## src/rtl/mc_ctrl_pkg.sv

```systemverilog
// ============================================================================
// mc_ctrl_pkg : shared types and encodings for the multi-cycle controller
// Revision 1.0 : initial release
// ============================================================================
`default_nettype none

package mc_ctrl_pkg;

   typedef enum logic [3:0] {
      S_FETCH    = 4'd0,
      S_DECODE   = 4'd1,
      S_MEM_ADDR = 4'd2,
      S_MEM_RD   = 4'd3,
      S_WB_LW    = 4'd4,
      S_MEM_WR   = 4'd5,
      S_EXEC_R   = 4'd6,
      S_WB_R     = 4'd7,
      S_BRANCH   = 4'd8,
      S_JUMP     = 4'd9,
      S_EXEC_I   = 4'd10,
      S_WB_I     = 4'd11
   } state_e;

   localparam logic [5:0] OP_RTYPE = 6'b000000;
   localparam logic [5:0] OP_LW    = 6'b100011;
   localparam logic [5:0] OP_SW    = 6'b101011;
   localparam logic [5:0] OP_BEQ   = 6'b000100;
   localparam logic [5:0] OP_J     = 6'b000010;
   localparam logic [5:0] OP_ADDI  = 6'b001000;

   localparam logic [1:0] ALUOP_ADD   = 2'b00;
   localparam logic [1:0] ALUOP_SUB   = 2'b01;
   localparam logic [1:0] ALUOP_FUNCT = 2'b10;

   localparam logic [1:0] SRCB_RT     = 2'b00;
   localparam logic [1:0] SRCB_FOUR   = 2'b01;
   localparam logic [1:0] SRCB_IMM    = 2'b10;
   localparam logic [1:0] SRCB_IMM_SH = 2'b11;

   localparam logic [1:0] PCSRC_ALU    = 2'b00;
   localparam logic [1:0] PCSRC_ALUOUT = 2'b01;
   localparam logic [1:0] PCSRC_JUMP   = 2'b10;

   typedef struct packed {
      logic       pc_write;
      logic       ir_write;
      logic       i_or_d;
      logic       mem_read;
      logic       mem_write;
      logic       reg_write;
      logic       reg_dst;
      logic       mem_to_reg;
      logic       alu_src_a;
      logic [1:0] alu_src_b;
      logic [1:0] alu_op;
      logic [1:0] pc_source;
   } ctrl_t;

   // Unsupported opcodes dispatch back to FETCH; the caller flags them.
   function automatic state_e decode_dispatch(input logic [5:0] op);
      case (op)
         OP_RTYPE:      decode_dispatch = S_EXEC_R;
         OP_LW, OP_SW:  decode_dispatch = S_MEM_ADDR;
         OP_BEQ:        decode_dispatch = S_BRANCH;
         OP_J:          decode_dispatch = S_JUMP;
         OP_ADDI:       decode_dispatch = S_EXEC_I;
         default:       decode_dispatch = S_FETCH;
      endcase
   endfunction

endpackage

`default_nettype wire

```

## src/rtl/mc_ctrl_outdec.sv

```systemverilog
// ============================================================================
// mc_ctrl_outdec : combinational control-word decoder from the current state
// Revision 1.0 : initial release
// ============================================================================
`default_nettype none

module mc_ctrl_outdec
   import mc_ctrl_pkg::*;
(
   input  state_e state_i,
   input  logic   start_i,
   input  logic   mem_ready_i,
   input  logic   zero_i,
   output ctrl_t  ctrl_o
);

   always_comb begin
      ctrl_o = '0;
      case (state_i)
         S_FETCH: begin
            ctrl_o.mem_read  = start_i;
            ctrl_o.ir_write  = start_i & mem_ready_i;
            ctrl_o.pc_write  = start_i & mem_ready_i;
            ctrl_o.alu_src_b = SRCB_FOUR;
            ctrl_o.alu_op    = ALUOP_ADD;
            ctrl_o.pc_source = PCSRC_ALU;
         end
         S_DECODE: begin
            // Branch target is precomputed here into ALUOut.
            ctrl_o.alu_src_b = SRCB_IMM_SH;
            ctrl_o.alu_op    = ALUOP_ADD;
         end
         S_MEM_ADDR: begin
            ctrl_o.alu_src_a = 1'b1;
            ctrl_o.alu_src_b = SRCB_IMM;
            ctrl_o.alu_op    = ALUOP_ADD;
         end
         S_MEM_RD: begin
            ctrl_o.mem_read = 1'b1;
            ctrl_o.i_or_d   = 1'b1;
         end
         S_WB_LW: begin
            ctrl_o.reg_write  = 1'b1;
            ctrl_o.mem_to_reg = 1'b1;
         end
         S_MEM_WR: begin
            ctrl_o.mem_write = 1'b1;
            ctrl_o.i_or_d    = 1'b1;
         end
         S_EXEC_R: begin
            ctrl_o.alu_src_a = 1'b1;
            ctrl_o.alu_src_b = SRCB_RT;
            ctrl_o.alu_op    = ALUOP_FUNCT;
         end
         S_WB_R: begin
            ctrl_o.reg_write = 1'b1;
            ctrl_o.reg_dst   = 1'b1;
         end
         S_BRANCH: begin
            ctrl_o.alu_src_a = 1'b1;
            ctrl_o.alu_src_b = SRCB_RT;
            ctrl_o.alu_op    = ALUOP_SUB;
            ctrl_o.pc_source = PCSRC_ALUOUT;
            ctrl_o.pc_write  = zero_i;
         end
         S_JUMP: begin
            ctrl_o.pc_source = PCSRC_JUMP;
            ctrl_o.pc_write  = 1'b1;
         end
         S_EXEC_I: begin
            ctrl_o.alu_src_a = 1'b1;
            ctrl_o.alu_src_b = SRCB_IMM;
            ctrl_o.alu_op    = ALUOP_ADD;
         end
         S_WB_I: begin
            ctrl_o.reg_write = 1'b1;
         end
         default: ;
      endcase
   end

endmodule

`default_nettype wire

```

## src/rtl/mc_control_fsm.sv

```systemverilog
// ============================================================================
// mc_control_fsm : multi-cycle CPU main controller (state register, sequencing,
// sticky illegal flag). Optional MC_CTRL_PERF_EN adds cycle/instret counters.
// Revision 1.0 : initial release
// ============================================================================
`default_nettype none

module mc_control_fsm
   import mc_ctrl_pkg::*;
#(
   parameter int OP_W    = 6,
   parameter int STATE_W = 4
)(
   input  logic               clk_i,
   input  logic               rst_i,
   input  logic               start_i,
   input  logic [OP_W-1:0]    op_i,
   input  logic               zero_i,
   input  logic               mem_ready_i,
   output logic               pc_write_o,
   output logic               ir_write_o,
   output logic               i_or_d_o,
   output logic               mem_read_o,
   output logic               mem_write_o,
   output logic               reg_write_o,
   output logic               reg_dst_o,
   output logic               mem_to_reg_o,
   output logic               alu_src_a_o,
   output logic [1:0]         alu_src_b_o,
   output logic [1:0]         alu_op_o,
   output logic [1:0]         pc_source_o,
   output logic [STATE_W-1:0] state_o,
   output logic               illegal_o
`ifdef MC_CTRL_PERF_EN
   ,
   output logic [31:0]        cycle_cnt_o,
   output logic [31:0]        instret_o
`endif
);

   state_e state_q, state_d;
   logic   illegal_q, illegal_d;
   state_e dispatch;
   ctrl_t  ctrl;

   assign dispatch = decode_dispatch(op_i);

   always_ff @(posedge clk_i) begin
      if (rst_i) begin
         state_q   <= S_FETCH;
         illegal_q <= 1'b0;
      end else begin
         state_q   <= state_d;
         illegal_q <= illegal_d;
      end
   end

   always_comb begin
      state_d   = state_q;
      illegal_d = illegal_q;
      case (state_q)
         S_FETCH:    if (start_i && mem_ready_i) state_d = S_DECODE;
         S_DECODE: begin
            state_d = dispatch;
            if (dispatch == S_FETCH) illegal_d = 1'b1;
         end
         S_MEM_ADDR: state_d = (op_i == OP_LW) ? S_MEM_RD : S_MEM_WR;
         S_MEM_RD:   if (mem_ready_i) state_d = S_WB_LW;
         S_MEM_WR:   if (mem_ready_i) state_d = S_FETCH;
         S_EXEC_R:   state_d = S_WB_R;
         S_EXEC_I:   state_d = S_WB_I;
         S_WB_LW, S_WB_R, S_WB_I, S_BRANCH, S_JUMP:
                     state_d = S_FETCH;
         default:    state_d = S_FETCH;
      endcase
   end

   mc_ctrl_outdec u_outdec (
      .state_i     (state_q),
      .start_i     (start_i),
      .mem_ready_i (mem_ready_i),
      .zero_i      (zero_i),
      .ctrl_o      (ctrl)
   );

   assign pc_write_o   = ctrl.pc_write;
   assign ir_write_o   = ctrl.ir_write;
   assign i_or_d_o     = ctrl.i_or_d;
   assign mem_read_o   = ctrl.mem_read;
   assign mem_write_o  = ctrl.mem_write;
   assign reg_write_o  = ctrl.reg_write;
   assign reg_dst_o    = ctrl.reg_dst;
   assign mem_to_reg_o = ctrl.mem_to_reg;
   assign alu_src_a_o  = ctrl.alu_src_a;
   assign alu_src_b_o  = ctrl.alu_src_b;
   assign alu_op_o     = ctrl.alu_op;
   assign pc_source_o  = ctrl.pc_source;
   assign state_o      = STATE_W'(state_q);
   assign illegal_o    = illegal_q;

`ifdef MC_CTRL_PERF_EN
   logic [31:0] cycle_cnt_q, instret_q;
   logic        retire;

   // Illegal opcodes leave from DECODE, so they never count as retired.
   always_comb begin
      case (state_q)
         S_WB_LW, S_WB_R, S_WB_I, S_BRANCH, S_JUMP: retire = 1'b1;
         S_MEM_WR:                                  retire = mem_ready_i;
         default:                                   retire = 1'b0;
      endcase
   end

   always_ff @(posedge clk_i) begin
      if (rst_i) begin
         cycle_cnt_q <= '0;
         instret_q   <= '0;
      end else begin
         if (start_i) cycle_cnt_q <= cycle_cnt_q + 32'd1;
         if (retire)  instret_q   <= instret_q + 32'd1;
      end
   end

   assign cycle_cnt_o = cycle_cnt_q;
   assign instret_o   = instret_q;
`endif

endmodule

`default_nettype wire
```

## config.mk

```make
export PLATFORM = sky130hd
export DESIGN_NAME = mc_control_fsm
export DESIGN_NICKNAME = d
export VERILOG_FILES = /design/src/rtl/mc_ctrl_pkg.sv /design/src/rtl/mc_ctrl_outdec.sv /design/src/rtl/mc_control_fsm.sv
export SDC_FILE = /design/constraint.sdc
export NUM_CORES = 1
export LEC_CHECK = 0
export CAP_MARGIN = 20
export CORE_MARGIN = 2
export CORE_UTILIZATION = 39
export DETAILED_ROUTE_END_ITERATION = 10
export GPL_TIMING_DRIVEN = 0
export PLACE_DENSITY_LB_ADDON = 0.1
export SLEW_MARGIN = 20
export SYNTH_ARGS = -nofsm -noshare
export SYNTH_HDL_FRONTEND = slang
export SYNTH_HIERARCHICAL = 1
export SYNTH_SLANG_ARGS = --single-unit
```

## constraint.sdc

```tcl
create_clock -name clk_i -period 1.65 [get_ports clk_i]
set_input_delay 0.2475 -clock clk_i [delete_from_list [all_inputs] [get_ports clk_i]]
set_output_delay 0.2475 -clock clk_i [all_outputs]
set_load 0.05 [all_outputs]
```

# After elaboration in Yosys (flattened, before gate mapping)
# Index checks and enable logic that the tools add are counted.
# op_classes
addsub,0
n_mul,0
div_mod_pow,0
magnitude_cmp,0
eq_ne,19
shifts,0
mux,17
n_bitwise,1
reduce_logical,11
# ops
op,n
4-bit case mux with 5 select lines,2
4-bit case mux with 7 select lines,1
4-bit by 3-bit equality test with 1-bit output (second input constant),4
4-bit equality test (second input constant),4
6-bit equality test (second input constant),2
4-bit 2-to-1 mux,3
4-bit by 2-bit equality test with 1-bit output (second input constant),2
4-bit logical NOT,2
1-bit 2-to-1 mux,7
6-bit by 2-bit equality test with 1-bit output (second input constant),1
6-bit by 3-bit equality test with 1-bit output (second input constant),1
6-bit by 4-bit equality test with 1-bit output (second input constant),1
6-bit logical NOT,1
2-bit != test (second input constant),3
2-bit OR reduction,3
4-bit by 1-bit equality test with 1-bit output (second input constant),1
2-bit case mux with 2 select lines,1
4-bit OR reduction,1
3-bit 2-to-1 mux,1
1-bit case mux with 3 select lines,1
3-bit AND reduction,1
3-bit OR reduction,1
1-bit case mux with 2 select lines,1
2-bit AND reduction,1
2 further kinds,2
# totals
ff_bits,5
latch_bits,0
mem_bits_rw,0
mem_bits_ro,0
inputBits,11
out_inout_bits,20
word_cells,50
mem_count,0

# Depth between registers and ports, before layout
# Gate-level depths: netlist (run 1).
# logic_depth
depth_word,5
depth_mapped,5
mapped_depth_nobuf,4

# Cells and area by module
# Netlist (run 1), hierarchy kept.
# modules_own_cells
mod,n_inst,cells_each,area_each_um2,seq_area_each_um2
mc_control_fsm,1,55,429.2,100.1
mc_ctrl_outdec,1,32,198.9,0.0

# Worst setup path before layout (run 1)
# OpenSTA, ideal clock, no wires.
# synth_path
path_type,flip-flop to output port
startpoint,"reg state_q[2], in the netlist state_o[2]"
endpoint,out i_or_d_o
t_arrival_ns,2.119
t_required_ns,1.402
path_slack_ns,-0.716
path_stages_with_launch,4
path_buffers,1
path_cell_list,dfxtp_1 buf_2 xnor2_1 nor3b_1
# synth_between
elab_chain_cells,3
word_cells_on_any_way,4
classes_between,eq/ne (2); mux (1); reduce/logical (1)
# synth_rtl
element,line_no,rtl
"start, declared",mc_control_fsm.sv:41,"state_e state_q, state_d;"
"start signal, assigned",mc_control_fsm.sv:53,state_q <= state_d;
4-bit by 3-bit equality test with 1-bit output or 4-bit by 2-bit equality test with 1-bit output (tied branches),mc_ctrl_outdec.sv:19,case (state_i)
2-bit OR reduction (no line) (*),--,
1-bit 2-to-1 mux (*),mc_ctrl_outdec.sv:19,
"end, declared",mc_control_fsm.sv:22,"output logic i_or_d_o,"
# Mark *: on every way between the ends. The rest lies on a longest branch, timed or not.

# Worst setup path after layout (run 1)
# layout_path
startpoint,"reg state_q[1], in the netlist state_o[1]"
endpoint,out mem_read_o
# layout_between
elab_chain_cells,2
word_cells_on_any_way,3
classes_between,eq/ne (1); mux (1); reduce/logical (1)
# layout_rtl
element,line_no,rtl
4-bit by 2-bit equality test with 1-bit output or 4-bit logical NOT (tied branches),mc_ctrl_outdec.sv:19,
1-bit case mux with 2 select lines (*),mc_ctrl_outdec.sv:19,
"end, declared",mc_control_fsm.sv:23,"output logic mem_read_o,"
# Marked as above.

==> Flow_metrics.wiki, run 1 <==
{| class="wikitable"
! Metric !! Value
|-
| Startpoint of the most critical register-to-register path || state_o[3]$_SDFFE_PP0P_
|-
| Number of nets at the end of the flow || between 100 and 150
|-
| Average instance area after synthesis || 7.22 sq um
|-
| Post-synth EDFFs || 0
|-
| Proportion of netlist area held by the largest area contributor || between 10% and 20%
|-
| Die W || 44.1 um
|-
| Half-perimeter wire length after placement || approximately 1400 um
|-
| Peak supply drop || around 260 uV
|-
| Register-to-register setup slack || -0.04 ns
|-
| Total number of yosys warnings || 6
|-
| Most common cell after layout, fill and taps aside || buf_4
|-
| Yosys top cell by area || dfxtp_1
|-
| Worst hold path startpoint || illegal_o$_SDFFE_PP0P_
|-
| Fin Clk Skew || just over 0.008 ns
|-
| Syn-to-layout area delta || 107%
|-
| Peak Freq || around 570 MHz
|-
| Sequential share of power || roughly 26%
|-
| CP max FO || 8
|-
| Logic pwr share || 41.7%
|-
| Layout cell share with drive strength beyond 1 || a little over 50%
|-
| Post-synthesis instance total || between 80 and 90
|-
| Data required time at the worst endpoint || about 1.4 ns
|-
| Share of total power consumed by net switching || between 30% and 40%
|-
| Power density cells || roughly 390 nW/um^2
|-
| Maximum number of pins on one net before global-route repair || 20
|-
| Final setup fails || 8
|-
| Setup repair after global routing missed its margin || true
|-
| Worst setup slack after placement || -0.758 ns
|-
| Max cap viols || 0
|-
| Die Footprint || 1950 sq um
|-
| Smallest setup slack after layout || -0.115 ns
|-
| Post-layout minimum cycle time || about 1.8 ns
|-
| Worst rel slew slack || around two thirds
|-
| Clock share of power || 32.5%
|-
| Via count || ~900
|-
| Data arrival, critical path || about 1.5 ns
|-
| Class of the worst hold path || reg -> reg
|-
| Violated checks || negative setup slack
|-
| Pleak || approximately 0.00054 uW
|-
| Post-route antenna net violation count || 0
|-
| Port Buf Inserts || 30
|-
| Outcome || finished, violations left
|-
| Post-DR wirelength/cell || between 15 and 20 um
|-
| Number of library cell types mapped by synthesis || 37
|-
| Async SR Flop Fraction || 0%
|-
| Period Utilization, post-route || 107%
|-
| Worst Hold Path EP || illegal_o$_SDFFE_PP0P_
|-
| Count of clock tree sinks || 5
|-
| Effective utilization at floorplan || between 40% and 50%
|-
| Most frequent cells in the layout || 14 x buf_4, 10 x buf_6, 8 x nor2_4, 6 x dlygate4sd2_1
|-
| Total count of hold-check failures in the final report || 0
|-
| Leading register cell type out of synthesis || dfxtp_1
|-
| Cell depth of the worst flop-to-flop path || 4
|-
| Clock insertion delay at the later pin of the skew report || around 0.27 ns
|-
| Final WL || approximately 2500 um
|-
| Number of rows in the core area || 14
|-
| Slew Viols, Final || 0
|-
| Net count after synthesis || between 90 and 100
|-
| Die boundary height || between 40 and 50 um
|-
| H-tree lvl count || 1
|-
| Setup crit end kind || primary output
|-
| CTS tree || yes
|-
| Critical path class || reg -> out
|-
| Worst Hold Margin || roughly 0.5 ns
|-
| Internal power || ~310 uW
|-
| Std-Cell Core Area || between 1500 and 2000 sq um
|-
| CP startpoint kind || flip-flop
|-
| Largest cells by area after synthesis || dfxtp_1 16%, nor2_1 7.2%, nand2b_1 5.0%
|-
| Number of top-level pins || 31
|-
| Tot Pwr || roughly 510 uW
|-
| Cell Count Post-Placement || roughly 130
|-
| Crit Reg-Reg Endpoint || state_o[0]$_SDFFE_PP0P_
|-
| Actual slew at the worst max-slew pin || between 0.5 and 0.6 ns
|-
| Deepest clock path buffer count || 2
|-
| Clk pin slew, worst setup/hold paths || approximately 0.050 ns
|-
| Vias per Instance || around 6.0
|-
| Fill cell count || 84
|-
| Final Instance Count excl. Fillers || ~150
|-
| Seq cells post-synth || 5
|-
| First-pass GRT wire length || 3730 um
|-
| Placer congestion estimate || between 0.7 and 0.8
|-
| Worst hold path depth || 2
|-
| Number of antenna violations at the first check in global routing || 0
|-
| Net Switching || 201 uW
|-
| Post-synthesis instance area || 628 sq um
|-
| Length of the first detailed-routing pass in iterations || 4
|-
| TritonCTS buffer count || 3
|-
| Total DRC errors in the routed layout || 0
|-
| Via count of the first global-routing pass || a little under 800
|-
| Overflow after GRT || 0
|-
| Root Buffer || clkbuf_4
|-
| Iter 0 DRT Violations || 29
|-
| Sequential element share of the synthesized area || between 10% and 20%
|-
| Global-route usage over all layers || between 20% and 30%
|-
| Antenna cell count || 0
|}
## cells in the mapped netlist, types with 2 or more instances
library cell / number
nand2_1: 5
o41ai_1: 2
a211oi_1: 4
nand3_1: 2
o22ai_1: 2
nor3b_1: 2
or3_1: 2
inv_1: 3
clkbuf_1: 2
buf_2: 3
o21ai_0: 2
nor3_1: 3
a211oi_2: 2
nand2b_1: 5
or2b_1: 2
nor2_1: 12
dfxtp_1: 5
xnor2_1: 3
or3b_1: 3
a21oi_1: 6
## area by class of cell
type | instances | area [sq um] | share of cell area [%]
clock buffer | 4 | 26.3 | 2.02
buffer | 5 | 61.3 | 4.71
sequential | 5 | 113 | 8.65
timing repair buffer | 41 | 377 | 28.9
tap | 16 | 20.0 | 1.54
inverter | 3 | 11.3 | 0.865
multi-input combinational | 73 | 694 | 53.3
## per-layer routing
layer / vias to the layer above / track usage [%] / share of wire (%)
met2: 52 / 40.9 / 50
met5: - / 0 / 0
met3: 10 / 2.86 / 7.1
li1: 408 / - / -
met4: 0 / 13.3 / 2.9
met1: 412 / 34.1 / 40
## metrics by stage
step                area (sq um)  util (%)  setup TNS, ns
floorplan                    785         -        -0.0383
global placement            1100      73.3          -7.86
detailed placement          1100      73.3          -8.29
CTS                         1200      79.4         -0.236
global route                1300      86.5         -0.617
finish                      1300      86.5         -0.282
## cell families (layout without fill, tap and decap cells)
| group | Yosys count | count (layout) | share of synthesized area, % |
|---|---|---|---|
| buf+inv | 9 | 53 | 7.17 |
| flops | 5 | 5 | 15.9 |
| simple gates | 44 | 44 | 42.0 |
| xor+xnor | 4 | 4 | 5.58 |
| compound gates | 25 | 25 | 29.3 |
## flip-flops by register name, summed over array words and instances (netlist names)
register and cells:
illegal_o 1, state_o 4
## repair_timing
action                                  in CTS  in global routing
pin swaps                                    3                  7
endpoints found under the setup margin      19                 15
endpoints found under the hold margin        0                  0
hold buffers                                 0                  0
setup buffers                                6                  5
gates resized for setup                    106                 23
## critical path, cell delays in order (launching register included)
cell and delay (ns):
dfxtp_4 0.35, buf_6 0.13, or3b_4 0.38, a211oi_4 0.21, buf_6 0.18
## worst max-delay path by stage
stage	from	endpoint	slack, ns	depth (start not counted)
2_1_floorplan	state_o[1]$_SDFFE_PP0P_	mem_read_o	-0.04	3
3_3_place_gp	start_i	mem_read_o	-0.76	4
3_5_place_dp	start_i	mem_read_o	-0.76	4
4_1_cts	state_o[1]$_SDFFE_PP0P_	mem_read_o	-0.10	4
5_1_grt	state_o[1]$_SDFFE_PP0P_	mem_read_o	-0.15	4
6_report	state_o[1]$_SDFFE_PP0P_	mem_read_o	-0.11	4
## power by group through the flow
| stage | sequential [uW] | combinational [uW] | clock, uW |
|---|---|---|---|
| 3_5_place_dp | 137 | 185 | 0 |
| 4_1_cts | 133 | 190 | 158 |
| 3_3_place_gp | 137 | 182 | 0 |
| 6_report | 131 | 212 | 165 |
| 5_1_grt | 132 | 220 | 167 |
| 2_1_floorplan | 150 | 103 | 0 |
Note: power is estimated with default switching activity, not from simulation.
==> run 2: changes to the inputs <==
Settings changed: GPL_TIMING_DRIVEN 0 to not set.
==> run 2 against run 1 <==
Compared with the run above: the flow now stops in 5_1_grt; synthesized cell count unchanged; synthesized area stayed put.
==> Flow_metrics.wiki, run 2 <==
{| class="wikitable"
! Metric !! Value
|-
| Outcome || aborted with a tool error
|-
| Stop stage || 5_1_grt
|-
| Stop Error || [ERROR DPL-0038] Utilization greater than 100%, impossible to legalize
|-
| Root Buffer || clkbuf_4
|-
| Cell with the most instances after synthesis || nor2_1
|-
| Net count after synthesis || 98 (unchanged)
|-
| Seq cells post-synth || 5 (unchanged)
|-
| H-tree lvl count || 1 (unchanged)
|-
| Average instance area after synthesis || 7.22 sq um (unchanged)
|-
| Die boundary height || 44.1 um (unchanged)
|-
| Effective utilization at floorplan || 41.7% (unchanged)
|-
| Maximum number of pins on one net before global-route repair || 16
|-
| Async SR Flop Fraction || 0% (unchanged)
|-
| Post-synthesis instance total || 87 (unchanged)
|-
| Number of library cell types mapped by synthesis || 37 (unchanged)
|-
| Leading register cell type out of synthesis || dfxtp_1
|-
| Total number of yosys warnings || 6 (unchanged)
|-
| Port Buf Inserts || 30 (unchanged)
|-
| Proportion of netlist area held by the largest area contributor || 15.9% (unchanged)
|-
| Half-perimeter wire length after placement || 2080 um (+52%)
|-
| Yosys top cell by area || dfxtp_1
|-
| Post-CTS Hold Fix Bufs || 0 (unchanged)
|-
| Largest cells by area after synthesis || dfxtp_1 16%, nor2_1 7.2%, nand2b_1 5.0%
|-
| Deepest clock path buffer count || 2 (unchanged)
|-
| Worst endpoint pin kind || output port
|-
| Post-synth EDFFs || 0 (unchanged)
|-
| Most instantiated cells after synthesis || 12 x nor2_1, 6 x a21oi_1, 5 x dfxtp_1, 5 x nand2_1, 5 x nand2b_1
|-
| Worst setup slack after placement || -0.264 ns (+0.495 ns)
|-
| Count of clock tree sinks || 5 (unchanged)
|-
| Number of top-level pins || 31 (unchanged)
|-
| Post-synthesis instance area || 628 sq um (unchanged)
|-
| Number of rows in the core area || 14 (unchanged)
|-
| Die W || 44.1 um (unchanged)
|-
| Placer congestion estimate || 0.812 (+5.9%)
|-
| Sequential element share of the synthesized area || 15.9% (unchanged)
|-
| TritonCTS buffer count || 3 (unchanged)
|-
| Worst endpoint left by the global-route repair_timing run || mem_read_o
|-
| Total cell area at the placement stage || 1330 sq um (+21%)
|-
| Cell Count Post-Placement || 141 (+6.0%)
|}
==> run 2: repair_timing <==
item                                    CTS
pin swaps                                 1
gates resized for setup                   8
endpoints found under the hold margin     0
setup buffers                             4
endpoints found under the setup margin    9
==> run 2: logic make-up after synthesis <==
kind of cell | synth area share, %
AOI/OAI and AO/OA | 29.3
xor gates and xnor gates | 5.58
buffers and inverters | 7.17
DFF | 15.9
and+or+nand+nor | 42.0
==> run 2: per-stage QoR <==
step	utilization (%)	TNS [ns]
after global placement	88.5	-0.889
after CTS	94.4	-0.150
after floorplan	-	-0.0383
after detailed placement	88.5	-1.45
==> run 3: changes to the inputs <==
Settings changed: CORE_AREA set to 2 2 63 65, CORE_MARGIN 2 to not set, CORE_UTILIZATION 39 to not set, DIE_AREA set to 0 0 65 67, PLACE_DENSITY_LB_ADDON 0.1 to 0.15.
==> run 3 against run 2 <==
Compared with the run above: the run now ends clean.
==> Flow_metrics.wiki, run 3 (synthesized netlist as in run 1, its figures left out) <==
{| class="wikitable"
! Metric !! Value
|-
| Die W || 65 um (+47%)
|-
| Setup crit end kind || primary output
|-
| First-pass GRT wire length || about 3800 um
|-
| Std-Cell Core Area || ~3600 sq um
|-
| Max reg flops || 4
|-
| Total cell area at the placement stage || 1350 sq um (+1.3%)
|-
| Via count || between 800 and 900
|-
| Pleak || between 0.0005 and 0.0006 uW
|-
| Period Utilization, post-route || around 100%
|-
| Max cap viols || 0
|-
| Crit-path leading delay family || simple AND/OR/NAND/NOR gates
|-
| Syn-to-layout area delta || 149%
|-
| Die boundary height || 67 um (+52%)
|-
| Class of the worst hold path || in -> reg
|-
| Number of rows in the core area || 22 (+8)
|-
| Total count of hold-check failures in the final report || 0
|-
| Root Buffer || clkbuf_8
|-
| Half-perimeter wire length after placement || 1710 um (-18%)
|-
| Critical path class || reg -> out
|-
| Maximum number of pins on one net before global-route repair || 11
|-
| CP max FO || 6
|-
| Register-to-register setup slack || about 0.040 ns
|-
| Number of top-level pins || 31 (unchanged)
|-
| Setup repair after global routing missed its margin || true
|-
| Count of clock tree sinks || 5 (unchanged)
|-
| CP max-delay cell || or3b_4
|-
| CTS tree || yes
|-
| Slew Viols, Final || 0
|-
| Power density cells || 393 nW/um^2
|-
| CP startpoint kind || flip-flop
|-
| Layout cell share with drive strength beyond 1 || between 60% and 70%
|-
| Crit path buf inv count || 1
|-
| Placer congestion estimate || 0.751 (-7.5%)
|-
| Post-route setup TNS || 0 ns
|-
| TritonCTS buffer count || 3 (unchanged)
|-
| Effective utilization at floorplan || 17.4% (-24 points)
|-
| Final setup fails || 0
|-
| Outcome || completed
|-
| Deepest clock path buffer count || 2 (unchanged)
|-
| Die Footprint || 4360 sq um
|-
| Number of nets at the end of the flow || 147
|-
| Total DRC errors in the routed layout || 0
|-
| Peak supply drop || ~270 uV
|-
| Post-DR wirelength/cell || about 13 um
|-
| Total area of multi-input combinational cells || just over 700 sq um
|-
| Post-route antenna net violation count || 0
|-
| Port Buf Inserts || 30 (unchanged)
|-
| Length of the first detailed-routing pass in iterations || 4
|-
| Number of antenna violations at the first check in global routing || 0
|-
| Actual slew at the worst max-slew pin || about 0.37 ns
|-
| Post-CTS Hold Fix Bufs || 0 (unchanged)
|-
| Clock insertion delay at the later pin of the skew report || approximately 0.22 ns
|-
| H-tree lvl count || 1 (unchanged)
|-
| Fill cell count || around 360
|-
| Final Cell Area || about 1600 sq um
|-
| Fin Clk Skew || between 0.0005 and 0.0006 ns
|-
| Via count of the first global-routing pass || roughly 830
|-
| Worst rel slew slack || roughly 75%
|-
| Data arrival, critical path || 1.40 ns
|-
| Overflow after GRT || 0
|-
| Iter 0 DRT Violations || 17
|-
| Combined flip-flop and latch cell area || ~120 sq um
|-
| Data required time at the worst endpoint || 1.40 ns
|-
| Vias per Instance || between 4 and 5
|-
| Global-route usage over all layers || ~11%
|-
| Antenna cell count || 0
|-
| Cell-by-cell trace of the critical path || or3b_4, a211oi_4, buf_12
|-
| Clk pin slew, worst setup/hold paths || about 0.040 ns
|-
| Final WL || 2320 um
|-
| Most frequent cells in the layout || 22 x buf_4, 17 x buf_12, 8 x nor2_4, 5 x nand2_1
|-
| Most common cell after layout, fill and taps aside || buf_4
|-
| Post-layout minimum cycle time || between 1.5 and 2 ns
|-
| Critical Path Max Stage Delay || approximately 0.4 ns
|-
| Peak Freq || 608 MHz
|}
-- run 3: final timing paths --
check	cells after the start	from	to
setup / recovery	3	state_o[1]$_SDFFE_PP0P_	mem_read_o
hold / removal	4	op_i[4]	state_o[1]$_SDFFE_PP0P_
setup reg to reg	4	state_o[3]$_SDFFE_PP0P_	state_o[0]$_SDFFE_PP0P_
hold reg to reg	2	illegal_o$_SDFFE_PP0P_	illegal_o$_SDFFE_PP0P_
-- run 3: timing repair --
action	CTS	global route
gates resized for setup	10	16
pin swaps	5	5
setup endpoints to repair	11	9
buffers inserted	9	0
-- run 3: routing by layer --
metal / up-vias / GRT usage (%) / routed length (um) / part of all wire (%)
li1: 416 / - / - / -
met1: 396 / 13.1 / 1000 / 43
met2: 30 / 20.7 / 1180 / 51
met3: 2 / 2.03 / 122 / 5.2
met4: 0 / 3.46 / 15 / 0.65
met5: - / 0 / 0 / 0
-- run 3: per-stage QoR --
stage | total power (uW) | hold WS, ns | setup slack (ns) | util (%) | cells
global placement | 355 | 0.449 | -0.214 | 37.5 | 170
detailed placement | 357 | 0.457 | -0.252 | 37.5 | 170
CTS | 604 | 0.467 | -0.0311 | 41.3 | 183
global route | 636 | 0.465 | -0.0288 | 43.3 | 183
floorplan | 253 | 0.303 | -0.0383 | - | 87
finish | 615 | 0.450 | 0.00610 | 43.3 | 183
-- run 3: power breakdown --
group	switching (uW)	leakage (uW)	total [uW]	internal, uW
sequential	4.76	0.0000437	126	121
combinational	131	0.000524	251	120
clock	70.7	0.0000228	238	167
total	207	0.000590	615	408
-- run 3: worst min-delay path: stages --
cell and delay, ns:
dlymetal6s2s_1 0.14, a211oi_1 0.08, nand2_1 0.07, nand3_1 0.08
-- run 3: cell type report --
class                           instances  share of cell area [%]
Multi-Input combinational cell         73                    45.3
Timing Repair Buffer                   50                    39.9
Sequential cell                         5                    7.37
Tap cell                               48                    3.84
Clock buffer                            4                    2.88
Inverter                                3                   0.721
